==> src/rtl/arb_grant_server.sv <==
// Grant server for the 4-way round-robin arbiter: latches the winner, moves a fixed burst
// onto the shared bus, then acks the arbiter. Optional grant check: `ARB_GRANT_CHECK_EN`.
module arb_grant_server #(
  parameter int unsigned DW      = 8,
  parameter int unsigned BURST   = 4,
  parameter int unsigned HOLDOFF = 2
) (
  input  logic          clk,
  input  logic          rst,
  input  logic [3:0]    grant,
  input  logic [DW-1:0] din0,
  input  logic [DW-1:0] din1,
  input  logic [DW-1:0] din2,
  input  logic [DW-1:0] din3,
  input  logic          bus_ready,
  output logic [DW-1:0] bus_data,
  output logic          bus_valid,
  output logic          ack,
  output logic [3:0]    done,
  output logic          busy,
  output logic          err
);

  localparam logic [1:0] StIdle = 2'd0;
  localparam logic [1:0] StXfer = 2'd1;
  localparam logic [1:0] StAck  = 2'd2;
  localparam logic [1:0] StHold = 2'd3;

  // One counter serves both the beat count (XFER) and the holdoff count (HOLD).
  localparam logic [3:0] BurstM1   = 4'(BURST - 1);
  localparam logic [3:0] HoldoffM1 = 4'(HOLDOFF - 1);

  logic [1:0]    state_q, state_d;
  logic [3:0]    sel_q, sel_d;
  logic [3:0]    cnt_q, cnt_d;
  logic          accept;
  logic [3:0]    grant_sel;
  logic [DW-1:0] mux_data;

`ifdef ARB_GRANT_CHECK_EN
  logic grant_onehot;
  logic err_q;

  assign grant_onehot = (grant != 4'd0) && ((grant & (grant - 4'd1)) == 4'd0);
  assign accept       = grant_onehot;
  assign grant_sel    = grant;

  always_ff @(posedge clk) begin
    if (rst) begin
      err_q <= 1'b0;
    end else if (state_q == StIdle && grant != 4'd0 && !grant_onehot) begin
      err_q <= 1'b1;
    end
  end

  assign err = err_q;
`else
  // Unchecked build: lowest set bit wins.
  assign accept    = (grant != 4'd0);
  assign grant_sel = grant & (~grant + 4'd1);
  assign err       = 1'b0;
`endif

  always_comb begin
    state_d = state_q;
    sel_d   = sel_q;
    cnt_d   = cnt_q;
    case (state_q)
      StIdle: begin
        if (accept) begin
          sel_d   = grant_sel;
          cnt_d   = BurstM1;
          state_d = StXfer;
        end
      end
      StXfer: begin
        if (bus_ready) begin
          if (cnt_q == 4'd0) begin
            state_d = StAck;
          end else begin
            cnt_d = cnt_q - 4'd1;
          end
        end
      end
      StAck: begin
        cnt_d   = HoldoffM1;
        state_d = StHold;
      end
      StHold: begin
        if (cnt_q == 4'd0) begin
          sel_d   = 4'd0;
          state_d = StIdle;
        end else begin
          cnt_d = cnt_q - 4'd1;
        end
      end
      default: state_d = StIdle;
    endcase
  end

  always_ff @(posedge clk) begin
    if (rst) begin
      state_q <= StIdle;
      sel_q   <= 4'd0;
      cnt_q   <= 4'd0;
    end else begin
      state_q <= state_d;
      sel_q   <= sel_d;
      cnt_q   <= cnt_d;
    end
  end

  always_comb begin
    mux_data = '0;
    unique case (sel_q)
      4'b0001: mux_data = din0;
      4'b0010: mux_data = din1;
      4'b0100: mux_data = din2;
      4'b1000: mux_data = din3;
      default: mux_data = '0;
    endcase
  end

  assign bus_valid = (state_q == StXfer);
  assign bus_data  = bus_valid ? mux_data : '0;
  assign ack       = (state_q == StAck);
  assign done      = ack ? sel_q : 4'd0;
  assign busy      = (state_q != StIdle);

endmodule
==> config.mk <==
export PLATFORM = sky130hd
export DESIGN_NAME = arb_grant_server
export DESIGN_NICKNAME = d
export VERILOG_FILES = /design/src/rtl/arb_grant_server.sv
export SDC_FILE = /design/constraint.sdc
export NUM_CORES = 1
export LEC_CHECK = 0
export BUFFER_PORTS_ARGS = -buffer_cell sky130_fd_sc_hd__buf_2
export CAP_MARGIN = 15
export CORE_MARGIN = 5
export CORE_UTILIZATION = 48
export CTS_CLUSTER_SIZE = 40
export DETAILED_ROUTE_END_ITERATION = 8
export PLACE_DENSITY = 0.87
export SLEW_MARGIN = 20
export SYNTH_ARGS = -nofsm -noshare
export SYNTH_HDL_FRONTEND = slang
export SYNTH_SLANG_ARGS = --single-unit
export TNS_END_PERCENT = 30
==> constraint.sdc <==
create_clock -name clk -period 5.05 [get_ports clk]
set_input_delay 0.505 -clock clk [delete_from_list [all_inputs] [get_ports clk]]
set_output_delay 0.505 -clock clk [all_outputs]
set_load 0.02 [all_outputs]
==> flow_summary.yaml <==
routing:
  routed_wl_um: 3180
  vias_per_cell: 5.92
  wl_per_cell_um: 15.7
  via_count: 1202
  drcViolationCount: 0
  drt_iter0_markers: 70
  drt_pass1_iterations: 4
  detail-route-antenna-nets: 0
sta:
  rsz0062_at_grt: "false"
  fmax_mhz: 420
  setup_viol: 0
  setup_ws_ns: 2.67
  period_minus_slack_ns: 2.38
  hold_violations: 0
  slew_violations: 0
  timing.hold.ws_ns: 0.525
  finalCritPeriodShare_pct: 47.1
  slew_headroom_pct: 61.6
  finClkSkew_ns: 0.000526
  tns_ns: 0
  worstMarginPinSlew_ns: 0.576
power:
  p_int_mw: 0.296
  ir_worst_vdd_uv: 252
  sw_frac_of_total_pct: 47.1
  seqPwrFrac_pct: 24.2
  p_total_mw: 0.560
  p_leak_nw: 0.615
  power_density_nw_per_um2: 428
  p_comb_share_pct: 62.6
  clkPwrFrac_pct: 13.2
  power.switching_mw: 0.264
run:
  cap_violations: 0
synthesis:
  yosys-top-cells-count: "nor2_1 (15), dfxtp_1 (10), a222oi_1 (8)"
  synthArstFlopShare_pct: 0
  syn_nets: 171
  yosysMostFrequentCell: "nor2_1"
  synthTopCellsByArea: "dfxtp_1 (20%), ha_1 (8.7%), a222oi_1 (7.9%), a22o_1 (6.1%), nor2_1 (5.6%)"
  synth.largest_area_cell: "dfxtp_1"
  synth.avg_cell_area_um2: 8.07
  ys_types: 46
  synth_ff_type: "dfxtp_1"
  synth_edf_count: 0
  synth_cells: 125
  netlist.area_leader.share_pct: 19.9
  synthesis.area_um2: 1010
  ys_warn_count: 0
  synth_seq_area_share_pct: 19.9
  synth-seq-cells: 10
grt:
  grt_pass1_vias: 1150
  antenna_found_initial: 0
  grt_pass1_wl_um: 5170
  grt_max_degree: 12
  grt-ovfl-total: 0
  grtUsageTotal_pct: 20.0
clock_tree:
  cts_tree: "yes"
  clk_path_buf_depth: 2
  numCtsBuffers: 3
  htree_levels: 1
  cts.reportedPaths.clkPinSlew_ns: 0.07
  cts-resized-gates: 0
  cts_root_buf: "clkbuf_4"
  post_cts_buffers: 0
  clock_sinks: 10
  clk_latency_ns: 0.27
  postCtsHoldBufs: 0
worst_setup_path:
  crit_path_top_delay_cell: "nor4_4"
  slowest_delay_ns: 0.53
  crit_chain: "inv_2, nor4_4, o21ai_2, nor2_1, buf_2"
  reg2reg_slack_ns: 3.07
  worstPathArrival_ns: 1.87
  crit_fanout: 8
  startpoint_type: "flip-flop"
  critical_path_class: "reg2out"
  cp-end-kind: "primary output"
  worstPathRequired_ns: 4.55
outcome:
  status: "complete, no violations"
floorplanning:
  io_pins: 55
  rows: 16
  die_h_um: 55.8
  core_um2: 1980
  start_util_pct: 50.9
  dieArea_um2: 3120
  die_w_um: 55.8
final_layout:
  syn_to_final_growth_pct: 29.5
  fin_cells: 203
  diodes: 0
  layout-drive-gt1-share_pct: 36.9
  nNetsFinal: 223
min_path:
  hold_class: "in2reg"
place:
  place_ws_ns: 3.01
  dp_hpwl_um: 2490
  place_inst: 199
  io_buffers: 53
  routabilityCongestion: 0.780
-- critical path: cells and delay by family, from the launching register on --
family          cells  cell delay (ns)
simple gates        2             0.68
flops               1             0.43
buf+inv             2             0.27
compound gates      1             0.23
-- area by class of cell --
cell class	count	area, um^2
clock buffer	4	36.3
fill	180	676
inverter	8	30.0
multi-input combinational	101	741
sequential	10	200
tap	27	33.8
timing repair buffer	53	265
-- final timing paths --
kind                                         startpoint                       to  cells past startpoint
worst max-delay path              sel_q[3]$_SDFFE_PP0P_              bus_data[0]                      5
worst min-delay path                           grant[1]    sel_q[1]$_SDFFE_PP0P_                      3
worst max register to register  state_q[1]$_SDFFE_PP0P_  state_q[0]$_SDFFE_PP0P_                      6
worst min register to register    cnt_q[1]$_SDFFE_PP0P_    cnt_q[1]$_SDFFE_PP0P_                      2
-- cell usage in the layout, fill, tap and decap left out, drive strengths merged, types with 2 or more instances in the layout --
cell and n:
a21oi 4, a222oi 8, a22o 7, and2 7, buf 53, clkbuf 4
dfxtp 10, ha 7, inv 8, nand2 3, nand2b 4, nand3 2
nand3b 3, nor2 15, nor2b 4, nor3 4, nor4 3, o211ai 2
o21ai 6, o31ai 2, o41ai 2, or4 2
-- power by group through the flow --
stage | combinational (mW) | clock (mW) | sequential (mW)
final | 0.350 | 0.0738 | 0.135
after global routing | 0.391 | 0.0785 | 0.140
after CTS | 0.348 | 0.0755 | 0.135
after detailed placement | 0.344 | 0 | 0.136
after global placement | 0.330 | 0 | 0.134
after floorplan | 0.278 | 0 | 0.119
-- registers in the layout (all words and copies together), names as in the netlist --
name,flops
state_q,2
sel_q,4
cnt_q,4
-- cell families after synthesis --
kind of cell / Yosys count / share of synthesized area (%)
simple gates: 55 / 34.0
compound gates: 36 / 28.4
buf+inv: 14 / 6.70
flops: 10 / 19.9
fa+ha+maj: 7 / 8.68
other cells: 1 / 0.372
xor+xnor: 1 / 0.869
mux: 1 / 1.12
-- per-stage QoR --
| step | instance area (um^2) | utilization, % |
|---|---|---|
| finish | 1310 | 65.9 |
| detailed placement | 1270 | 64.1 |
| floorplan | 1010 | - |
| CTS | 1310 | 65.9 |
| global route | 1310 | 65.9 |
| global placement | 1270 | 64.1 |
-- metal layers --
layer	wire length, um	track usage [%]
met4	87	9.83
met1	1210	22.5
met2	1670	35.3
met5	0	0
met3	216	4.41
(Power assumes the default switching activity.)
